[src/rtl/uart_pkg.sv]
// Shared UART definitions: scheduler FSM state encoding and frame constants.
package uart_pkg;

  typedef enum logic [1:0] {
    ARB       = 2'd0,
    LOAD      = 2'd1,
    WAIT_BUSY = 2'd2,
    WAIT_DONE = 2'd3
  } sched_state_t;

  localparam int UART_DATA_BITS  = 8;
  localparam int UART_FRAME_BITS = 10;

endpackage

[src/rtl/baud_tick_gen.sv]
// Bit-rate strobe generator: counts CLKS_PER_BIT cycles while run is high and
// pulses tick on the last count; clear parks the counter at zero.
module baud_tick_gen #(
  parameter int CLKS_PER_BIT = 868
) (
  input  logic clk,
  input  logic reset,
  input  logic clear,
  input  logic run,
  output logic tick
);

  localparam int CW = $clog2(CLKS_PER_BIT);
  localparam logic [CW-1:0] LAST = CW'(CLKS_PER_BIT - 1);

  logic [CW-1:0] cnt_q, cnt_d;

  assign tick = run && (cnt_q == LAST);

  always_comb begin
    cnt_d = cnt_q;
    if (clear) begin
      cnt_d = '0;
    end else if (run) begin
      cnt_d = tick ? '0 : cnt_q + 1'b1;
    end
  end

  always_ff @(posedge clk) begin
    if (reset) cnt_q <= '0;
    else       cnt_q <= cnt_d;
  end

endmodule

[src/rtl/uart_tx_scheduler.sv]
// Round-robin scheduler that shares one UART TX among NUM_REQ byte sources.
// Optional UART_TX_SCHED_LOCK_EN keeps the grant on one requester until req_last.
module uart_tx_scheduler
  import uart_pkg::*;
#(
  parameter int NUM_REQ      = 4,
  parameter int CLKS_PER_BIT = 868
) (
  input  logic                          clk,
  input  logic                          reset,
  input  logic [NUM_REQ-1:0]            req_valid,
  input  logic [8*NUM_REQ-1:0]          req_data,
`ifdef UART_TX_SCHED_LOCK_EN
  input  logic [NUM_REQ-1:0]            req_last,
`endif
  output logic [NUM_REQ-1:0]            req_ready,
  input  logic                          tx_busy,
  output logic                          tx_write_en,
  output logic [UART_DATA_BITS-1:0]     tx_data_in,
  output logic                          tx_en,
  output logic [$clog2(NUM_REQ)-1:0]    grant_id,
  output logic                          sched_busy,
  output sched_state_t                  sched_state
);

  // Handshake: a byte moves only in a cycle where req_valid[i] & req_ready[i];
  // req_ready is combinational, one-hot, and only asserted in ARB.

  localparam int GW = $clog2(NUM_REQ);

  sched_state_t              state_q, state_d;
  logic [GW-1:0]             last_q, last_d;
  logic [GW-1:0]             gid_q, gid_d;
  logic [UART_DATA_BITS-1:0] data_q, data_d;
  logic                      found;
  logic [GW-1:0]             pick;
  int                        idx;
  logic                      baud_clear, baud_run;
`ifdef UART_TX_SCHED_LOCK_EN
  logic                      lock_q, lock_d;
`endif

  // First valid requester scanning upward from last_q+1, wrapping at NUM_REQ.
  always_comb begin
    found = 1'b0;
    pick  = '0;
    idx   = 0;
    for (int i = 1; i <= NUM_REQ; i++) begin
      idx = int'(last_q) + i;
      if (idx >= NUM_REQ) idx = idx - NUM_REQ;
      if (!found && req_valid[idx[GW-1:0]]) begin
        found = 1'b1;
        pick  = idx[GW-1:0];
      end
    end
`ifdef UART_TX_SCHED_LOCK_EN
    if (lock_q) begin
      found = req_valid[last_q];
      pick  = last_q;
    end
`endif
  end

  always_comb begin
    state_d     = state_q;
    last_d      = last_q;
    gid_d       = gid_q;
    data_d      = data_q;
    req_ready   = '0;
    tx_write_en = 1'b0;
    baud_clear  = 1'b0;
    baud_run    = 1'b0;
`ifdef UART_TX_SCHED_LOCK_EN
    lock_d      = lock_q;
`endif
    unique case (state_q)
      ARB: begin
        baud_clear = 1'b1;
        if (found) begin
          req_ready[pick] = 1'b1;
          data_d          = req_data[{pick, 3'b000} +: 8];
          last_d          = pick;
          gid_d           = pick;
`ifdef UART_TX_SCHED_LOCK_EN
          lock_d          = ~req_last[pick];
`endif
          state_d         = LOAD;
        end
      end
      LOAD: begin
        tx_write_en = 1'b1;
        baud_clear  = 1'b1;
        state_d     = WAIT_BUSY;
      end
      WAIT_BUSY: begin
        baud_run = 1'b1;
        if (tx_busy) state_d = WAIT_DONE;
      end
      WAIT_DONE: begin
        // Park the counter as the frame ends so ARB always sees it at zero.
        if (tx_busy) begin
          baud_run = 1'b1;
        end else begin
          baud_clear = 1'b1;
          state_d    = ARB;
        end
      end
      default: state_d = ARB;
    endcase
  end

  always_ff @(posedge clk) begin
    if (reset) begin
      state_q <= ARB;
      last_q  <= GW'(NUM_REQ - 1);
      gid_q   <= '0;
      data_q  <= '0;
`ifdef UART_TX_SCHED_LOCK_EN
      lock_q  <= 1'b0;
`endif
    end else begin
      state_q <= state_d;
      last_q  <= last_d;
      gid_q   <= gid_d;
      data_q  <= data_d;
`ifdef UART_TX_SCHED_LOCK_EN
      lock_q  <= lock_d;
`endif
    end
  end

  baud_tick_gen #(
    .CLKS_PER_BIT (CLKS_PER_BIT)
  ) u_baud (
    .clk   (clk),
    .reset (reset),
    .clear (baud_clear),
    .run   (baud_run),
    .tick  (tx_en)
  );

  assign tx_data_in  = data_q;
  assign grant_id    = gid_q;
  assign sched_busy  = (state_q != ARB);
  assign sched_state = state_q;

endmodule
[config.mk]
export PLATFORM = sky130hd
export DESIGN_NAME = uart_tx_scheduler
export DESIGN_NICKNAME = d
export VERILOG_FILES = /design/src/rtl/uart_pkg.sv /design/src/rtl/baud_tick_gen.sv /design/src/rtl/uart_tx_scheduler.sv
export SDC_FILE = /design/constraint.sdc
export NUM_CORES = 1
export LEC_CHECK = 0
export CORE_ASPECT_RATIO = 0.5
export CORE_MARGIN = 3
export CORE_UTILIZATION = 39
export DETAILED_ROUTE_END_ITERATION = 8
export GPL_ROUTABILITY_DRIVEN = 0
export PLACE_DENSITY = 0.72
export SLEW_MARGIN = 20
export SYNTH_ARGS = -nofsm -noshare
export SYNTH_HDL_FRONTEND = slang
export SYNTH_SLANG_ARGS = --single-unit
[constraint.sdc]
create_clock -name clk -period 1.55 [get_ports clk]
set_input_delay 0.31 -clock clk [delete_from_list [all_inputs] [get_ports clk]]
set_output_delay 0.31 -clock clk [all_outputs]
set_load 0.01 [all_outputs]
==> summary.md <==
| Metric | Value |
|---|---|
| Status | `finished, violations left` |
| Violated checks | `negative setup slack` |
| Antenna cells | `0` |
| Gr usage total | `a little under a quarter` |
| Slew @ Worst Pin | `around 0.41 ns` |
| HP Class | `reg2reg` |
| Largest net degree at the start of global routing | `15` |
| CP arrival | `roughly 1.5 ns` |
| P_int | `2.57 mW` |
| Setup CP Type | `in2out` |
| CORE AREA | `0.00353 sq mm` |
| Root Buffer | `clkbuf_8` |
| CTS buffer count | `3` |
| Hold_ws | `approximately 0.50 ns` |
| Post-synthesis instance total | `169` |
| Setup TNS | `-2.85 ns` |
| Worst hold path stage count | `2` |
| Clock skew | `~0.0034 ns` |
| Initial antenna violation count | `0` |
| Drt wl/cell | `approximately 16 microns` |
| Initial DRC count | `53` |
| Die height | `a little under 50 microns` |
| Reg2reg setup slack | `-0.26 ns` |
| Nets | `approximately 330` |
| Port Buffers | `57` |
| Die Area | `0.00460 sq mm` |
| Final period util | `119%` |
| Std cell rows | `15` |
| R2r worst-path depth | `7` |
| Yosys top cell by area | `dfxtp_1` |
| Asr flop ratio synth | `0%` |
| First-pass GRT wire length | `about 8.6 mm` |
| Top-area cell type share of the netlist area | `approximately 33%` |
| Register area share after synthesis | `roughly a third` |
| Fill cells | `201` |
| Mean Syn Cell Area | `around 8.7 sq um` |
| YS warnings | `0` |
| CTS sink count | `24` |
| Switching pwr | `around 1.6 mW` |
| EDFF count, synth | `0` |
| Die Wd | `a little over 90 microns` |
| Clk Latency, worst-skew pair | `0.28 ns` |
| Synth cell types | `42` |
| Post-CTS Hold Buffers | `0` |
| Worst vdd ir | `between 0.6 and 0.7 mV` |
| Sw frac | `a little under two fifths` |
| Static leakage | `between 1 and 1.5 nW` |
| Count of pins over their slew limit | `0` |
| IO Count | `58` |
| Clock power frac | `a little over an eighth` |
| Hold Vio Cnt, Final | `0` |
| Fmax | `541 MHz` |
| Vias in the first global route | `1,818` |
| Final global-route overflow total | `0` |
| Max-cap violations | `0` |
| Clk slew on worst S/H paths | `approximately 0.090 ns` |
| Layout cells sized above 1 | `44.0%` |
| Worst rel slew slack | `approximately 73%` |
| Worst Path Max Fanout | `6` |
| CTS H-Tree Depth | `1` |
| Flops & latches, synth | `24` |
| Longest Clk Path Bufs | `2` |
| CTS tree | `yes` |
| Worst setup margin | `-0.297 ns` |
| Starting Density | `between 40% and 50%` |
| Setup violations, final | `15` |
| Most numerous cell in the Yosys netlist | `nor2_1` |
| Routed Antenna Nets | `0` |
| CP Launch Type | `primary input` |
| Worst path required time | `about 1.2 ns` |
| DRT Wirelength | `5.49 mm` |
| Crit path time final | `approximately 1.8 ns` |
| Synth cell count leaders | `32 x nor2_1, 24 x dfxtp_1, 12 x nand2_1` |
| Vias per cell | `5.19` |
| Main synth FF type | `dfxtp_1` |
| Synth area leaders | `dfxtp_1 33%, nor2_1 8.1%, mux2i_1 6.8%, mux2_2 6.1%, ha_1 4.2%` |
| Syn Nets | `between 200 and 250` |
| Pre-antenna DRT Iters | `4` |
| Cell area after synthesis | `between 0.001 and 0.0015 sq mm` |
| Post-detail-place hpwl | `3.51 mm` |
| Cell Pwr Density | `around 1400 mW/mm^2` |
| Crit end category | `output port` |
| RSZ-0062 raised after global routing | `yes` |
| Area grow syn2layout | `93.9%` |
| Comb pwr share | `between 60% and 70%` |
| Drt drc | `0` |
| Via count of the routed design | `1,727` |
| Sequential Power Share | `between 20% and 30%` |
==> area by class of cell <==
type / instances / area (sq um) / share of cell area, %
Clock buffer: 3 / 41.3 / 1.44
Clock inverter: 1 / 30.0 / 1.05
Inverter: 5 / 21.3 / 0.743
Multi-Input combinational cell: 136 / 1200 / 42.1
Sequential cell: 24 / 488 / 17.0
Tap cell: 51 / 63.8 / 2.23
Timing Repair Buffer: 113 / 1010 / 35.4
==> placed cells by master, fill, tap and decap left out, types with 3 or more instances in the layout <==
master and n:
buf_4 44, clkdlybuf4s50_1 43, nor2_1 27, dfxtp_1 20
buf_6 12, nand2_1 10, mux2i_1 8, xor2_1 7
o21bai_1 7, mux2_4 6, a211oi_2 6, nor2_2 5
buf_2 5, nand4_1 3, inv_1 3, o21ai_1 3
mux2_2 3, a21oi_1 3, ha_4 3, clkbuf_8 3
clkdlybuf4s15_1 3, dlygate4sd2_1 3, dfxtp_2 3
==> cell families after synthesis <==
family | synth area share [%]
xor+xnor | 4.75
fa+ha+maj | 4.24
mux | 13.9
compound gates | 16.4
simple gates | 24.6
buf+inv | 3.56
flops | 32.5
==> critical path: stages <==
cell	delay, ns
clkdlybuf4s15_2	0.24
nor2b_4	0.15
o21a_4	0.23
buf_4	0.14
nor4_2	0.28
buf_2	0.18
==> power by group through the flow <==
| stage | registers [mW] | logic (mW) | clock network [mW] |
|---|---|---|---|
| floorplan | 0.960 | 0.974 | 0 |
| global placement | 0.883 | 1.99 | 0 |
| detailed placement | 0.892 | 2.04 | 0 |
| CTS | 0.890 | 2.38 | 0.573 |
| global route | 0.925 | 2.84 | 0.596 |
| finish | 0.907 | 2.66 | 0.567 |
==> state kept, by name (all words and copies together), names as in the netlist <==
register,count
tx_data_in,8
sched_state,2
grant_id,2
last_q,2
u_baud.cnt_q,10
==> per-layer routing <==
metal / vias to the layer above / wire length (microns) / track usage, %
met3: 13 / 223 / 4.57
met4: 0 / 103 / 8.27
met5: - / 0 / 0
li1: 823 / - / -
met1: 837 / 2240 / 26.7
met2: 54 / 2920 / 44.0
==> what timing repair did <==
action / in CTS / in global routing
pin swaps: 12 / 12
setup endpoints to repair: 31 / 28
cloned: 0 / 0
setup buffers: 9 / 3
resized for setup: 79 / 30
==> worst paths after layout <==
path / from / to
worst max-delay path: req_valid[1] / req_ready[2]
worst max register to register: last_q[0] / tx_data_in[0]
worst min register to register: grant_id[1] / grant_id[1]
worst min-delay path: grant_id[1] / grant_id[1]
==> per-stage QoR <==
step           instance area (sq um)  worst slack, ns  instances  total power, mW  util (%)
6_report                        2860           -0.297        333             4.14      81.1
5_1_grt                         2860           -0.320        333             4.36      81.1
4_1_cts                         2740           -0.230        332             3.84      77.6
3_5_place_dp                    2450           -0.920        319             2.93      69.4
3_3_place_gp                    2450           -0.911        319             2.88      69.4
2_1_floorplan                   1510          -0.0587        169             1.93         -
Power figures use the tool's default switching activity.
